===== config.mk =====
export PLATFORM = sky130hd
export DESIGN_NAME = conv_sched
export DESIGN_NICKNAME = d
export VERILOG_FILES = /design/src/rtl/conv_pkg.sv /design/src/rtl/conv_addr_gen.sv /design/src/rtl/conv_sched.sv
export SDC_FILE = /design/constraint.sdc
export NUM_CORES = 1
export LEC_CHECK = 0
export CAP_MARGIN = 15
export CORE_ASPECT_RATIO = 1.4
export CORE_MARGIN = 4
export CORE_UTILIZATION = 50
export DETAILED_ROUTE_END_ITERATION = 8
export PLACE_DENSITY_LB_ADDON = 0.25
export SLEW_MARGIN = 20
export SYNTH_ARGS = -nofsm -noshare
export SYNTH_HDL_FRONTEND = slang
export SYNTH_SLANG_ARGS = --single-unit

===== constraint.sdc =====
create_clock -name clk -period 20.1 [get_ports clk]
set_clock_uncertainty 0.2 [all_clocks]
set_input_delay 5.025 -clock clk [delete_from_list [all_inputs] [get_ports clk]]
set_output_delay 5.025 -clock clk [all_outputs]
set_load 0.005 [all_outputs]

===== src/rtl/conv_pkg.sv =====
// rtl/conv_pkg.sv - shared types and constants for the 3x3 convolution sequencer
package conv_pkg;

   localparam int PIX_W   = 4;
   localparam int TAPS    = 9;
   localparam int RES_W   = 16;
   localparam int DIM_MIN = 3;
   localparam int DIM_MAX = 32;
   localparam int VEC_W   = PIX_W * TAPS;

   typedef enum logic [2:0] {
      ST_IDLE,
      ST_FETCH,
      ST_CONV,
      ST_WAIT,
      ST_WRITE,
      ST_DONE
   } conv_state_t;

   function automatic logic dim_legal(input int unsigned d);
      return (d >= DIM_MIN) && (d <= DIM_MAX);
   endfunction

endpackage


===== src/rtl/conv_addr_gen.sv =====
// rtl/conv_addr_gen.sv - window position / tap counters and sample address generation
module conv_addr_gen
   import conv_pkg::*;
#(
   parameter int ADDR_W = 10,
   parameter int DIM_W  = 6
) (
   input  logic              clk,
   input  logic              rst,
   input  logic              frame_start,
   input  logic [DIM_W-1:0]  img_width,
   input  logic [DIM_W-1:0]  img_height,
   input  logic              fetch_step,
   input  logic              pos_step,
   output logic [ADDR_W-1:0] addr,
   output logic [3:0]        fetch_idx,
   output logic              issue,
   output logic              fetch_last,
   output logic              frame_last
);

   localparam int IX_W  = DIM_W + 1;
   localparam int LIN_W = 2 * DIM_W + 2;

   logic [DIM_W-1:0] w_q, h_q, r_q, c_q;
   logic [3:0]       f_q;
   logic [1:0]       kr_q, kc_q;
   logic             col_last, row_last;
   logic [IX_W-1:0]  row_ix, col_ix;
   logic [LIN_W-1:0] lin;

   assign col_last   = (c_q == w_q - DIM_W'(3));
   assign row_last   = (r_q == h_q - DIM_W'(3));
   assign frame_last = col_last && row_last;

   // kr/kc track k/3 and k%3 incrementally so no divider is needed
   assign row_ix = IX_W'(r_q) + IX_W'(kr_q);
   assign col_ix = IX_W'(c_q) + IX_W'(kc_q);
   assign lin    = LIN_W'(row_ix) * LIN_W'(w_q) + LIN_W'(col_ix);
   assign addr   = ADDR_W'(lin);

   assign fetch_idx  = f_q;
   assign issue      = (f_q != 4'(TAPS));
   assign fetch_last = (f_q == 4'(TAPS));

   always_ff @(posedge clk or posedge rst) begin
      if (rst) begin
         w_q  <= '0;
         h_q  <= '0;
         r_q  <= '0;
         c_q  <= '0;
         f_q  <= '0;
         kr_q <= '0;
         kc_q <= '0;
      end else if (frame_start) begin
         w_q  <= img_width;
         h_q  <= img_height;
         r_q  <= '0;
         c_q  <= '0;
         f_q  <= '0;
         kr_q <= '0;
         kc_q <= '0;
      end else begin
         if (fetch_step) begin
            if (f_q == 4'(TAPS)) begin
               f_q  <= '0;
               kr_q <= '0;
               kc_q <= '0;
            end else begin
               f_q <= f_q + 4'd1;
               if (kc_q == 2'd2) begin
                  kc_q <= '0;
                  kr_q <= kr_q + 2'd1;
               end else begin
                  kc_q <= kc_q + 2'd1;
               end
            end
         end
         if (pos_step) begin
            if (col_last) begin
               c_q <= '0;
               r_q <= r_q + DIM_W'(1);
            end else begin
               c_q <= c_q + DIM_W'(1);
            end
         end
      end
   end

endmodule


===== src/rtl/conv_sched.sv =====
// rtl/conv_sched.sv - sequencer feeding 3x3 windows to mult_add and forwarding results
module conv_sched
   import conv_pkg::*;
#(
   parameter int ADDR_W = 10,
   parameter int DIM_W  = 6
) (
   input  logic              clk,
   input  logic              rst,
   input  logic              start,
   input  logic              abort,
   input  logic [DIM_W-1:0]  img_width,
   input  logic [DIM_W-1:0]  img_height,
   input  logic [35:0]       coeff_cfg,
   output logic              samp_ren,
   output logic [ADDR_W-1:0] samp_raddr,
   input  logic [3:0]        samp_rdata,
   output logic [35:0]       sample_out,
   output logic [35:0]       coeff_out,
   output logic              conv_en,
   input  logic [15:0]       result_in,
   input  logic              result_ready,
   output logic [15:0]       res_data,
   output logic              res_valid,
   input  logic              res_ready,
   output logic              busy,
   output logic              done,
   output logic              err
);

   conv_state_t       state;
   logic              legal;
   logic              frame_start;
   logic              fetch_step;
   logic              pos_step;
   logic [ADDR_W-1:0] addr;
   logic [3:0]        fetch_idx;
   logic              issue, fetch_last, frame_last;

   assign legal       = dim_legal(int'(img_width)) && dim_legal(int'(img_height));
   assign frame_start = (state == ST_IDLE) && start && legal;
   assign fetch_step  = (state == ST_FETCH);
   assign pos_step    = (state == ST_WRITE) && res_valid && res_ready && !abort;

   assign samp_ren   = (state == ST_FETCH) && issue;
   assign samp_raddr = samp_ren ? addr : '0;

   conv_addr_gen #(
      .ADDR_W(ADDR_W),
      .DIM_W (DIM_W)
   ) u_addr_gen (
      .clk        (clk),
      .rst        (rst),
      .frame_start(frame_start),
      .img_width  (img_width),
      .img_height (img_height),
      .fetch_step (fetch_step),
      .pos_step   (pos_step),
      .addr       (addr),
      .fetch_idx  (fetch_idx),
      .issue      (issue),
      .fetch_last (fetch_last),
      .frame_last (frame_last)
   );

   always_ff @(posedge clk or posedge rst) begin
      if (rst) begin
         state      <= ST_IDLE;
         sample_out <= '0;
         coeff_out  <= '0;
         conv_en    <= 1'b0;
         res_data   <= '0;
         res_valid  <= 1'b0;
         busy       <= 1'b0;
         done       <= 1'b0;
         err        <= 1'b0;
      end else begin
         conv_en <= 1'b0;
         done    <= 1'b0;
         err     <= 1'b0;
         if (abort && state != ST_IDLE) begin
            state     <= ST_IDLE;
            busy      <= 1'b0;
            res_valid <= 1'b0;
         end else begin
            case (state)
               ST_IDLE: begin
                  if (start) begin
                     if (legal) begin
                        coeff_out <= coeff_cfg;
                        busy      <= 1'b1;
                        state     <= ST_FETCH;
                     end else begin
                        err <= 1'b1;
                     end
                  end
               end
               ST_FETCH: begin
                  // read data lags its issue by one cycle, so idx n lands in nibble n-1
                  for (int i = 0; i < TAPS; i++) begin
                     if (fetch_idx == 4'(i + 1))
                        sample_out[i*PIX_W +: PIX_W] <= samp_rdata;
                  end
                  if (fetch_last) begin
                     conv_en <= 1'b1;
                     state   <= ST_CONV;
                  end
               end
               ST_CONV: state <= ST_WAIT;
               ST_WAIT: begin
                  if (result_ready) begin
                     res_data  <= result_in;
                     res_valid <= 1'b1;
                     state     <= ST_WRITE;
                  end
               end
               ST_WRITE: begin
                  if (res_ready) begin
                     res_valid <= 1'b0;
                     if (frame_last) begin
                        done  <= 1'b1;
                        busy  <= 1'b0;
                        state <= ST_DONE;
                     end else begin
                        state <= ST_FETCH;
                     end
                  end
               end
               ST_DONE: state <= ST_IDLE;
               default: state <= ST_IDLE;
            endcase
         end
      end
   end

endmodule


Word-level counts from Yosys, hierarchy flattened
Cells that the tools add are included.
{ "totals": {"elab_cells": 146, "reg_bits": 128} }
{ "op_classes": {"reduce_logical": 36, "n_addsub": 10, "order_cmp": 4, "bitwise": 1, "n_eq_ne": 23, "multipliers": 1, "mux": 47} }
{ "op_table": {"columns": ["operator", "count"], "rows": [
  ["$mux 6", 6],
  ["$reduce_and 3->1", 11],
  ["$mux 3", 7],
  ["$mux 1", 19],
  ["$eq 4x3->1 const B", 4],
  ["$mux 2", 8],
  ["$pmux 3 s5", 1],
  ["$add 6x2->7", 2],
  ["$add 6x1->6 const B", 2],
  ["$eq 6x6->1", 2],
  ["$ge 6x2->1 const B", 2],
  ["$le 6x6->1 const B", 2],
  ["$mux 4", 3],
  ["$ne 3x2->1 const B", 4],
  ["$reduce_bool 3->1", 4],
  ["$sub 6x2->6 const B", 2],
  ["$logic_and 1x1->1", 11],
  ["$add 10x7->10", 1],
  ["$mul 7x6->10", 1],
  ["$mux 10", 1],
  ["$reduce_and 5->1", 2],
  ["$eq 4x2->1 const B", 2],
  ["$eq 4x4->1 const B", 2],
  ["$eq 3x2->1 const B", 2],
  ["16 further kinds", 21]
]} }

Depth between registers and ports, before layout
Gate-level depths: netlist of run 1.
{ "logic_depth": {"depth_word": 7, "mapped_depth": 18, "mapped_depth_nobuf": 18} }

Hierarchy
A second synthesis of run 1 with hierarchy kept.
{ "unflattened": {"hier_cells": 631, "area_unflattened_um2": 7186.9} }
{ "by_module_without_submodules": {"columns": ["module", "area_per_inst_um2", "cells_each", "instances"], "rows": [
  ["conv_sched", 3951.3, 269, 1],
  ["conv_addr_gen", 3235.6, 362, 1]
]} }

Worst setup path after synthesis of run 1
OpenSTA, ideal clock, no wires.
{ "synth_timing": {"path_type": "reg2out", "start": "register u_addr_gen.r_q[0]", "end": "output samp_raddr[8]", "arrival_ps": 4638, "n_path_buf": 0, "t_required_ps": 14875, "setup_slack_ps": 10237, "stages_incl_launch_ff": 17, "path_cell_list": "dfrtp_1 -> ha_1 -> fa_1 -> nand3_1 -> xnor2_1 -> nand2_1 -> fa_1 -> fa_1 -> inv_1 -> fa_1 -> inv_1 -> fa_1 -> inv_1 -> ha_1 -> a2111oi_0 -> nor3_1 -> nor3b_1"} }
{ "synth_between": {"elab_chain_cells": 4} }
{ "synth_rtl": {"columns": ["item", "line_no", "rtl"], "rows": [
  ["start: declaration", "conv_addr_gen.sv:25", "logic [DIM_W-1:0] w_q, h_q, r_q, c_q;"],
  ["start signal: assignment", "conv_addr_gen.sv:82", "r_q <= r_q + DIM_W'(1);"],
  ["$add 6x2->7", "conv_addr_gen.sv:37", "assign row_ix = IX_W'(r_q) + IX_W'(kr_q);"],
  ["$mul 7x6->10", "conv_addr_gen.sv:39", "assign lin = LIN_W'(row_ix) * LIN_W'(w_q) + LIN_W'(col_ix);"],
  ["$add 10x7->10", "conv_addr_gen.sv:39", null],
  ["$mux 10", "conv_sched.sv:46", "assign samp_raddr = samp_ren ? addr : '0;"],
  ["end: declaration", "conv_sched.sv:16", "output logic [ADDR_W-1:0] samp_raddr,"]
]} }
Every way passes these cells.

Worst setup path after layout of run 1
Ends and elaborated chain as after synthesis.

==> results of run 1 <==
-- stage by stage --
stage	std cells	utilization
CTS	1087	0.6928
global placement	1056	0.6480
floorplan	719	-
global route	1087	0.6928
detailed placement	1056	0.6480
finish	1087	0.6928
-- area by class of cell --
type                    count  area (sq um)  area share
inverters                  50         190.2     0.01964
flip-flops and latches    128          3203      0.3308
repair buffers            180          1794      0.1853
well taps                 185         231.5     0.02391
multi-input cells         513          3636      0.3755
clock inverters            13         187.7     0.01938
clock buffers              18         439.2     0.04536
-- registers in the layout, summed over array words and instances (netlist names), 2 cells and up --
register	cells
sample_out	36
state	3
u_addr_gen.fetch_idx	4
u_addr_gen.w_q	6
u_addr_gen.kc_q	2
u_addr_gen.h_q	6
u_addr_gen.r_q	6
u_addr_gen.kr_q	2
u_addr_gen.c_q	6
coeff_out	36
res_data	16
-- cell usage after synthesis, drive strengths merged, types with 3 or more instances --
master | n | share of area
mux2 | 53 | 0.084
xor2 | 11 | 0.014
nor2 | 27 | 0.014
xnor2 | 22 | 0.027
nor3 | 10 | 0.0070
a2111oi | 4 | 0.0075
or3 | 4 | 0.0035
nand2b | 5 | 0.0044
fa | 26 | 0.073
inv | 50 | 0.026
nand3 | 15 | 0.011
a21oi | 16 | 0.011
nor3b | 3 | 0.0032
nand2 | 185 | 0.098
nand4b | 3 | 0.0037
and3 | 5 | 0.0044
clkbuf | 27 | 0.014
nor4 | 4 | 0.0035
o21ai | 15 | 0.011
ha | 26 | 0.046
and2 | 22 | 0.019
or4 | 5 | 0.0058
o31ai | 3 | 0.0032
a21o | 7 | 0.0074
nor2b | 11 | 0.0097
dfrtp | 128 | 0.45
nand3b | 3 | 0.0032
-- routing by layer --
metal  part of all wire  global-route usage  wire length (um)  up-vias
met1               0.38              0.2601              6897     2831
met4              0.015             0.08149               278        0
met2               0.54              0.4145              9778      152
li1                   -                   -                 -     2709
met3              0.059             0.06756              1059       20
met5                  0                   0                 0        -
-- cell families (layout without fill, tap and decap cells) --
logic type | Yosys count | count (layout)
and+or+nand+nor | 306 | 306
DFF | 128 | 128
buffers and inverters | 78 | 261
AOI/OAI and AO/OA | 67 | 67
muxes | 54 | 54
adders and majority gates | 52 | 52
xor gates and xnor gates | 34 | 34
-- worst max-delay path, cell delays in order (launching register included) --
cell and delay, ns:
dfrtp_1 0.43, ha_1 0.24, fa_1 0.44, nand3_1 0.13, xnor2_1 0.25, nand2_1 0.15
fa_1 0.50, fa_1 0.49, inv_1 0.05, fa_1 0.53, inv_1 0.05, fa_1 0.50
inv_1 0.04, ha_1 0.34, a2111oi_0 0.54, nor3_1 0.10, nor3b_1 0.26, clkdlybuf4s50_1 0.55
-- power by group through the flow --
stage	combinational (W)	sequential, W	clock, W
6_report	0.000288	0.000381	0.000324
5_1_grt	0.000318	0.000390	0.000341
4_1_cts	0.000292	0.000381	0.000330
3_5_place_dp	0.000288	0.000383	0
3_3_place_gp	0.000282	0.000379	0
2_1_floorplan	0.000140	0.000367	0
-- worst paths after layout --
| path | from | to | cells past startpoint |
|---|---|---|---|
| setup reg to reg | u_addr_gen.w_q[1] | u_addr_gen.r_q[5] | 7 |
| min in group asynchronous | rst | res_data[1] | 2 |
| max in group asynchronous | rst | u_addr_gen.kr_q[1] | 3 |
| hold reg to reg | coeff_out[29] | coeff_out[29] | 2 |
| hold / removal | coeff_out[29] | coeff_out[29] | 2 |
| setup / recovery | u_addr_gen.r_q[0] | samp_raddr[8] | 17 |
==> flow_summary.json, run 1 <==
{
  "clk_latency_ns": 0.41,
  "drtIter0Drc": 272,
  "syn_inst": 719,
  "fp.coreArea_sq_mm": 0.01397,
  "ys_types": 53,
  "synthesis.nets": 845,
  "p_int_w": 0.0007014,
  "synth-simple-area-share": 0.1955,
  "root_buffer": "clkbuf_16",
  "synth_top_family_by_area": "simple AND/OR/NAND/NOR gates",
  "netlist_area_sq_mm": 0.007128,
  "hold_class": "flop to flop",
  "period_share": 0.5581,
  "seq_area_frac_synth": 0.4494,
  "cp_max_fo": 6,
  "rows": 51,
  "dieArea_sq_mm": 0.01626,
  "path_class": "flop to output pin",
  "cts_buffers": 17,
  "io_pins": 178,
  "max-cap-violations": 0,
  "cts_setup_buffers": 0,
  "finalSetupViolCount": 0,
  "vias": 5712,
  "ys_ff_latch": 128,
  "wl_um": 18010,
  "syn_to_final_growth_pct": 35.83,
  "min_period_ns": 11.22,
  "cp.required_ns": 14.88,
  "finalPower_w": 0.0009925,
  "cts.sinks": 128,
  "syn_area_per_cell_sq_um": 9.914,
  "ant_nets": 0,
  "routabilityCongestion": 0.8261,
  "whs_ns": 0.2721,
  "rsz0062_at_grt": "false",
  "worst_slack_ns": 8.882,
  "switching_share": 0.2933,
  "critPathLaunchType": "flop",
  "status": "finished, final reports clean",
  "synthMuxAreaShare": 0.08513,
  "port_buffers": 177,
  "layout_common_cells": "184 x nand2_1, 177 x clkdlybuf4s50_1, 128 x dfrtp_1",
  "grt_pass1_vias": 6037,
  "drive_gt1_frac": 0.1064,
  "initial_core_util": 0.5101,
  "fin_tns_setup_ns": 0,
  "p_seq_frac": 0.384,
  "synth-adder-area-share": 0.1187,
  "drc": 0,
  "drt_first_pass_iters": 4,
  "grt_pass1_wl_um": 29570,
  "switchingPower_w": 0.0002911,
  "dp_hpwl_um": 13370,
  "cts_hold_buf": 0,
  "cp.arrival_ns": 5.99,
  "gr-total-overflow": 0,
  "grt_max_degree": 67,
  "power_density_mw_per_mm2": 102.5,
  "p_leak_nw": 4.639,
  "peakVddDrop_v": 0.00008381,
  "yosysWarnings": 0,
  "p_clk_frac": 0.326,
  "routed_via_density": 5.255,
  "fin_nets": 1016,
  "path_clk_slew_ns": 0.06,
  "rrSetupSlack_ns": 16.82,
  "diodes": 0,
  "p_comb_frac": 0.290,
  "placed_area_sq_mm": 0.009055,
  "place_ws_ns": 9.393,
  "synth_edf_count": 0,
  "synth_xor_area_frac": 0.04371,
  "fp.dieW_um": 108.9,
  "h-tree-depth": 4,
  "antenna_found_initial": 0,
  "synth_compound_area_frac": 0.06547,
  "worst_pin_slew_ns": 0.9506,
  "finalHoldViolCount": 0,
  "stdcell_area_sq_mm": 0.009682,
  "slew_headroom": 0.3655,
  "fill_cells": 1047,
  "drv_slew": 0,
  "mostFrequentLayoutCell": "nand2_1",
  "die_y_um": 149.3,
  "fmax_mhz": 89.14,
  "async_reset_ff_frac": 1.000,
  "grt_usage": 0.2322,
  "clock_path_buffers": 2,
  "cp-end-kind": "output pin",
  "ctsResizeCount": 0,
  "cts_tree": "done",
  "synthFlopType": "dfrtp_1",
  "wire_per_inst_um": 16.57
}
Note: power is estimated with default switching activity, not from simulation.
==> inputs of run 2 (changes only) <==
==> constraint.sdc (replaced) <==
create_clock -name clk -period 11.38 [get_ports clk]
set_clock_uncertainty 0.2 [all_clocks]
set_input_delay 2.845 -clock clk [delete_from_list [all_inputs] [get_ports clk]]
set_output_delay 2.845 -clock clk [all_outputs]
set_load 0.005 [all_outputs]
==> flow_summary.json, run 2 (synthesis results as in run 1) <==
{
  "status": "finished, final reports clean",
  "period_share": 0.7964,
  "path_clk_slew_ns": 0.06,
  "r2r_end": "u_addr_gen.r_q[5]",
  "port_buffers": 177,
  "grt_max_degree": 67,
  "cts_setup_buffers": 0,
  "dieArea_sq_mm": 0.01626,
  "h-tree-depth": 4,
  "r2r_cells": 7,
  "fp.dieW_um": 108.9,
  "routabilityCongestion": 0.8261,
  "cts_hold_buf": 0,
  "drc": 0,
  "hold_path_depth": 2,
  "top_regs": "coeff_out (36), sample_out (36), res_data (16)",
  "whs_endpoint": "coeff_out[33]",
  "cp-end-kind": "output pin",
  "routed_via_density": 5.253,
  "dp_hpwl_um": 13370,
  "drtIter0Drc": 302,
  "fin_nets": 1016,
  "gr-total-overflow": 0,
  "wl_um": 17920,
  "p_leak_nw": 4.608,
  "rows": 51,
  "cp.required_ns": 8.34,
  "place_ws_ns": 2.847,
  "layout_common_cells": "184 x nand2_1, 177 x clkdlybuf4s50_1, 128 x dfrtp_1",
  "hold_class": "flop to flop",
  "wl_met3_um": 1059,
  "min_period_ns": 9.063,
  "worstReg2RegStart": "u_addr_gen.w_q[0]",
  "whs_ns": 0.2738,
  "cp.arrival_ns": 6.02,
  "grt_usage": 0.2330,
  "cts_buffers": 17,
  "drt_first_pass_iters": 4,
  "power_density_mw_per_mm2": 176.0,
  "wl_met1_um": 6843,
  "fmax_mhz": 110.3,
  "finalSetupViolCount": 0,
  "wl_met2_um": 9689,
  "finalHoldViolCount": 0,
  "worst_pin_slew_ns": 0.9672,
  "mostFrequentLayoutCell": "nand2_1",
  "drv_slew": 0,
  "cts_tree": "done",
  "initial_core_util": 0.5101,
  "fp.coreArea_sq_mm": 0.01397,
  "ant_nets": 0,
  "rrSetupSlack_ns": 8.12,
  "diodes": 0,
  "path_class": "flop to output pin",
  "vias": 5710,
  "grt_pass1_vias": 6152,
  "highest_layer": "met4",
  "rsz0062_at_grt": "false",
  "die_y_um": 149.3,
  "io_pins": 178,
  "grt_pass1_wl_um": 29730,
  "fin_tns_setup_ns": 0,
  "cp_max_fo": 6,
  "worst_slack_ns": 2.317,
  "worst_hold_startpoint": "coeff_out[33]",
  "ctsResizeCount": 0,
  "wire_per_inst_um": 16.49,
  "cts.sinks": 128,
  "root_buffer": "clkbuf_16",
  "syn_to_final_growth_pct": 34.91,
  "clk_latency_ns": 0.41,
  "drive_gt1_frac": 0.1053,
  "slew_headroom": 0.3545,
  "max-cap-violations": 0,
  "critPathLaunchType": "flop",
  "peakVddDrop_v": 0.0001271,
  "clock_path_buffers": 2,
  "antenna_found_initial": 0
}
-- run 2: cell count changes in the layout (fill, tap and decap cells not counted), sizes merged --
cell	delta
bufinv	-3
clkinv	+2
inv	+2
clkinvlp	-1
-- run 2: metal layers --
layer	vias up	GRT usage
met4	0	0.08402
met2	141	0.4130
li1	2705	-
met1	2839	0.2593
met3	25	0.07276
met5	-	0
-- run 2: worst max path at each step --
stage	slack [ns]	depth (start not counted)	start	endpoint
2_1_floorplan	3.70	16	u_addr_gen.r_q[0]	samp_raddr[8]
3_3_place_gp	3.04	17	u_addr_gen.r_q[0]	samp_raddr[8]
3_5_place_dp	2.85	17	u_addr_gen.r_q[0]	samp_raddr[8]
4_1_cts	2.39	17	u_addr_gen.kr_q[0]	samp_raddr[8]
5_1_grt	1.95	17	u_addr_gen.kr_q[0]	samp_raddr[8]
6_report	2.32	17	u_addr_gen.kr_q[0]	samp_raddr[8]
-- run 2: cell type report --
cell class                 count  area (sq um)
clock buffer                  18         429.2
fill                        1072          4358
inverter                      50         190.2
clock inverter                13         132.6
multi-input combinational    513          3636
sequential                   128          3203
tap                          185         231.5
timing repair buffer         180          1794
-- run 2: per-stage QoR --
| stage | util | total power [W] | cell area (sq um) | cells |
|---|---|---|---|---|
| after floorplan | - | 0.0008959 | 7128 | 719 |
| after global placement | 0.6480 | 0.001167 | 9055 | 1056 |
| after detailed placement | 0.6480 | 0.001184 | 9055 | 1056 |
| after CTS | 0.6882 | 0.001709 | 9617 | 1087 |
| after global routing | 0.6882 | 0.001798 | 9617 | 1087 |
| final | 0.6882 | 0.001692 | 9617 | 1087 |
-- run 2: worst max-delay path, stage by stage (launching register included) --
cell	delay [ns]
dfrtp_1	0.42
ha_1	0.25
fa_1	0.44
nand3_1	0.13
xnor2_1	0.27
nand2_1	0.16
fa_1	0.49
fa_1	0.49
inv_1	0.05
fa_1	0.53
inv_1	0.05
fa_1	0.50
inv_1	0.04
ha_1	0.34
a2111oi_0	0.54
nor3_1	0.10
nor3b_1	0.25
clkdlybuf4s50_1	0.55
-- run 2: power breakdown --
part / switching, W / internal [W]
clock: 0.000211 / 0.000303
sequential: 0.000104 / 0.000569
combinational: 0.000208 / 0.000297
==> RTL change 1 (config.mk and constraints of run 1) <==
`DIM_W` is set to 6 in 2 places; all go to 3.
--- a/src/rtl/conv_addr_gen.sv
+++ b/src/rtl/conv_addr_gen.sv
@@ -5,3 +5,3 @@
    parameter int ADDR_W = 10,
-   parameter int DIM_W  = 6
+   parameter int DIM_W  = 3
 ) (
--- a/src/rtl/conv_sched.sv
+++ b/src/rtl/conv_sched.sv
@@ -5,3 +5,3 @@
    parameter int ADDR_W = 10,
-   parameter int DIM_W  = 6
+   parameter int DIM_W  = 3
 ) (
Interface: changed (resized img_height and img_width); port bits go from 178 to 172. No check against the original RTL was run, so the function may have changed too.
==> RTL change 1 against run 1 <==
Power grew 9.5%; via count shrank 25%; hold slack lost 0.0019 ns; sequential cell count shrank 12; design area shrank 19%; combinational power grew 33%; wire length shrank 24%; area after synthesis shrank 23%; maximum frequency grew 15%; setup slack gained 1.5 ns; final cell count shrank 24%.
==> RTL change 1: results (changes against run 1) <==
stage	metric	value	unit	change
cts	numCtsBuffers	17		unchanged
global_route	grt_pass1_wl	22830	microns	was 29,570 microns
route	drt-pass1-iter-count	5		was 4
synthesis	synth_common_cells	144 x nand2_1, 116 x dfrtp_1, 53 x mux2_2		was 184 x nand2_1, 128 x dfrtp_1, 53 x mux2_2
global_route	grt_usage	22.99	%	was 23.22%
global_route	grt_use_met2	38.65	%	was 41.45%
route	wl_per_cell	16.46	microns	was 16.57 microns
placement	hpwl	9867	microns	was 13,370 microns
placement	placed_cell_area	7248	sq um	was 9055 sq um
cts	cts_root_buffer	clkbuf_16		unchanged
global_route	busiest_layer	met2		unchanged
placement	place.gp.congestion	0.7897		was 0.8261
synthesis	yosysWarnings	0		unchanged
timing	worst_pin_slew	1.005	ns	was 0.9506 ns
power_and_ir_drop	ir_drop	0.09927	mV	was 0.08381 mV
global_route	grt_max_degree	63		was 67
synthesis	ys_top_cells_by_area	dfrtp_1 53%, mux2_2 11%, nand2_1 9.9%, ha_1 3.9%, fa_1 2.6%		was dfrtp_1 45%, nand2_1 9.7%, mux2_2 8.4%, fa_1 7.3%, ha_1 4.6%
power_and_ir_drop	p_leak	3.694	nW	was 4.639 nW
finish	final_layout_size_suffix_gt1_share	14.20	%	was 10.64%
cts	postCtsSetupRepairBufs	0		unchanged
cts	cts_resized	0		unchanged
cts	htree_num_levels	4		unchanged
critical_path	critPathMaxFanout	5		was 6
global_route	met3_usage	8.053	%	was 6.756%
synthesis	ys.flop_type	dfrtp_1		unchanged
cts	clockBufferDepth	2		unchanged
placement	place_ws	10.77	ns	was 9.393 ns
global_route	grt_pass1_vias	4656		was 6,037
global_route	antenna_found_initial	1		was 0
synthesis	ys_seq_area_share	53.03	%	was 44.94%
finish	reg.largest.list	coeff_out x36, sample_out x36, res_data x16		unchanged
route	routed_wl	13640	microns	was 18,010 microns
synthesis	synth_cell_type_count	57		was 53
outcome	status	completed		unchanged
placement	dp.cells	796		was 1,056
route	drt_iter0_markers	262		was 272
placement	io_buffers	169		was 177
cts	clkLatencyLatePin	0.40	ns	
worst_hold_path	worstHoldPathType	flip-flop to flip-flop		unchanged
synthesis	async_flop_share	100.0	%	unchanged
cts	clk_pin_slew_worst_paths	0.05	ns	
synthesis	syn_inst	511		was 719
route	vias_per_cell	5.200		was 5.255
critical_path	crit_arrival	4.54	ns	was 5.99 ns
finish	layout.nets	769		was 1,016
global_route	grt_use_met1	26.63	%	was 26.01%
RTL change 1: cell types whose count changed in the layout (fill, tap and decap cells not counted), sizes merged, moves of 8 or more:
cell and delta:
clkdlybuf4s50 -8, xnor2 -17, nand2 -41, nor2 -11, dfrtp -12, and2 -12
inv -37, ha -9, fa -19
RTL change 1: cells by family (layout without fill, tap and decap cells):
| family | after synthesis | after routing | synth area share, % |
|---|---|---|---|
| flip-flops | 116 | 116 | 53.03 |
| multiplexers | 57 | 57 | 11.63 |
| XOR/XNOR | 10 | 10 | 1.874 |
| other | 1 | 3 | 0.06851 |
| adder cells (fa/ha/maj) | 24 | 24 | 6.446 |
| AND/OR/NAND/NOR | 215 | 215 | 17.94 |
| AO/OA/AOI/OAI | 50 | 50 | 5.760 |
| buffers and inverters | 38 | 216 | 3.246 |
RTL change 1: final timing paths:
kind | start | end | slack, ns | cells after the start
min in group asynchronous | rst | res_data[2]$_DFFE_PP0P_ | 4.88 | 2
setup reg to reg | state[2]$_DFFE_PP0P_ | u_addr_gen.r_q[2]$_DFFE_PP0P_ | 17.41 | 4
hold reg to reg | coeff_out[19]$_DFFE_PP0P_ | coeff_out[19]$_DFFE_PP0P_ | 0.27 | 2
setup / recovery | u_addr_gen.kr_q[0]$_DFFE_PP0P_ | samp_raddr[6] | 10.33 | 14
hold / removal | coeff_out[19]$_DFFE_PP0P_ | coeff_out[19]$_DFFE_PP0P_ | 0.27 | 2
max in group asynchronous | rst | res_data[13]$_DFFE_PP0P_ | 13.57 | 3
RTL change 1: power breakdown:
group | leakage [nW] | internal (mW) | switching (mW)
Combinational | 1.89 | 0.232 | 0.150
Sequential | 1.51 | 0.327 | 0.0681
Clock | 0.294 | 0.205 | 0.105
Total | 3.69 | 0.764 | 0.323
RTL change 1: cell type report:
cell class | instances | area [sq um]
flip-flops and latches | 116 | 2903
well taps | 138 | 172.7
clock buffers | 20 | 466.7
diodes | 1 | 2.502
repair buffers | 171 | 1707
multi-input cells | 358 | 2415
clock inverters | 12 | 152.6
inverters | 13 | 51.30
fillers | 718 | 2645
RTL change 1: layer usage:
layer	vias up	routed length, microns
li1	2037	-
met1	2122	5209
met2	135	7201
met3	17	1029
met4	0	204
met5	-	0
RTL change 1: critical path, stage by stage (launching register included):
cell	delay [ns]
dfrtp_1	0.42
ha_1	0.24
fa_1	0.38
xor2_1	0.21
nand2_1	0.11
fa_1	0.50
inv_1	0.06
fa_1	0.50
ha_1	0.35
nor2b_1	0.17
nor3_1	0.19
o21bai_1	0.11
a21oi_1	0.19
mux2i_1	0.20
clkdlybuf4s50_1	0.51
==> RTL change 2 (flow settings as in run 1) <==
Made on the original files. Register the output `err` once more, with the module's reset; this adds one clock of latency there. The other outputs are not delayed to match.
--- a/src/rtl/conv_sched.sv
+++ b/src/rtl/conv_sched.sv
@@ -29,2 +29,4 @@
 );
+
+   logic err_s0;
 
@@ -75,3 +77,3 @@
          done       <= 1'b0;
-         err        <= 1'b0;
+         err_s0     <= 1'b0;
       end else begin
@@ -79,3 +81,3 @@
          done    <= 1'b0;
-         err     <= 1'b0;
+         err_s0  <= 1'b0;
          if (abort && state != ST_IDLE) begin
@@ -93,3 +95,3 @@
                      end else begin
-                        err <= 1'b1;
+                        err_s0 <= 1'b1;
                      end
@@ -135,2 +137,10 @@
 
+   always_ff @(posedge clk or posedge rst) begin
+      if (rst) begin
+         err <= '0;
+      end else begin
+         err <= err_s0;
+      end
+   end
+
 endmodule
Formal check against the unedited RTL: not equivalent (a bounded check fails within 4 cycles, from zero or initial values and one cycle with rst high).
==> RTL change 2 against run 1 <==
Design area is essentially flat; critical path depth shrank 1; highest routed layer unchanged; area after synthesis grew 0.25%; setup slack gained 0.0085 ns; power shrank 0.52%; maximum frequency is essentially flat; sequential cell count grew 1; wire length shrank 0.11%.
==> RTL change 2: results (changes against run 1) <==
stage	metric	value	unit	change
outcome	status	completed		unchanged
synthesis	ys_top_cells_by_area	dfrtp_1 45%, nand2_1 9.6%, mux2_2 8.4%, fa_1 7.3%, ha_1 4.6%		was dfrtp_1 45%, nand2_1 9.7%, mux2_2 8.4%, fa_1 7.3%, ha_1 4.6%
global_route	grt_max_degree	70		was 67
route	routed_wl	18000	microns	was 18,010 microns
finish	fillCellCount	1039		was 1,047
power_and_ir_drop	ir_drop	0.08381	mV	about the same
critical_path	r2r_slack	16.92	ns	was 16.82 ns
synthesis	ys_seq_area_share	45.18	%	was 44.94%
critical_path	slowest_stage	a2111oi_0		was clkdlybuf4s50_1
synthesis	synth_common_cells	183 x nand2_1, 129 x dfrtp_1, 53 x mux2_2		was 184 x nand2_1, 128 x dfrtp_1, 53 x mux2_2
timing	slew_headroom	36.21	%	was 36.55%
global_route	grt_pass1_vias	6199		was 6,037
critical_path	critPathMaxStageDelay	0.58	ns	was 0.55 ns
synthesis	avgSynthCellArea	9.952	sq um	was 9.914 sq um
global_route	grt_pass1_wl	29950	microns	was 29,570 microns
finish	final_cells	1089		was 1,087
timing	whs	0.1537	ns	was 0.2721 ns
timing	max_freq	0.08921	GHz	was 0.08914 GHz
power_and_ir_drop	p_leak	4.644	nW	was 4.639 nW
route	drt_iter0_markers	297		was 272
route	num_vias	5729		was 5,712
finish	layout.nets	1017		was 1,016
synthesis	syn_nets	844		was 845
synthesis	synth_cell_type_count	51		was 53
critical_path	crit_arrival	5.98	ns	was 5.99 ns
[RTL change 2: final timing paths]
check                                         startpoint                            end  cells after the start
max                        u_addr_gen.r_q[0]$_DFFE_PP0P_                  samp_raddr[8]                     16
min                                     err_s0$_DFF_PP0_                  err$_DFF_PP0_                      0
max reg2reg                u_addr_gen.w_q[0]$_DFFE_PP0P_  u_addr_gen.r_q[5]$_DFFE_PP0P_                      7
min reg2reg                             err_s0$_DFF_PP0_                  err$_DFF_PP0_                      0
max in group asynchronous                            rst           state[1]$_DFFE_PP0P_                      3
min in group asynchronous                            rst        res_data[8]$_DFFE_PP0P_                      2
[RTL change 2: metrics by stage]
stage | util, % | area, sq um
after floorplan | - | 7146
after global placement | 64.97 | 9080
after detailed placement | 64.97 | 9080
after CTS | 69.33 | 9688
after global routing | 69.33 | 9688
final | 69.33 | 9688
[RTL change 2: kinds of logic (layout without fill, tap and decap cells)]
family                     after synthesis  count (layout)  share of synthesized area (%)
AOI/OAI and AO/OA                       66              66                          6.426
xor gates and xnor gates                34              34                          4.360
adders and majority gates               52              52                          11.84
buffers and inverters                   78             264                          4.202
DFF                                    129             129                          45.18
muxes                                   55              55                          8.632
and+or+nand+nor                        304             304                          19.37
[RTL change 2: power by group]
part / leakage, nW / internal (mW) / switching [mW] / total [mW]
Combinational: 2.64 / 0.168 / 0.118 / 0.286
Clock: 0.298 / 0.196 / 0.121 / 0.317
Sequential: 1.71 / 0.325 / 0.0590 / 0.384
[RTL change 2: area by class of cell]
type	instances	area share, %
multi-input cells	511	37.45
flip-flops and latches	129	33.32
repair buffers	180	18.52
clock buffers	17	4.391
well taps	185	2.389
inverters	52	2.041
clock inverters	15	1.886
[RTL change 2: layer usage]
| layer | track usage (%) | wire, microns | part of all wire [%] |
|---|---|---|---|
| met1 | 26.55 | 6763 | 38 |
| met3 | 7.337 | 1139 | 6.3 |
| met5 | 0 | 0 | 0 |
| met4 | 7.581 | 332 | 1.8 |
| met2 | 41.64 | 9760 | 54 |
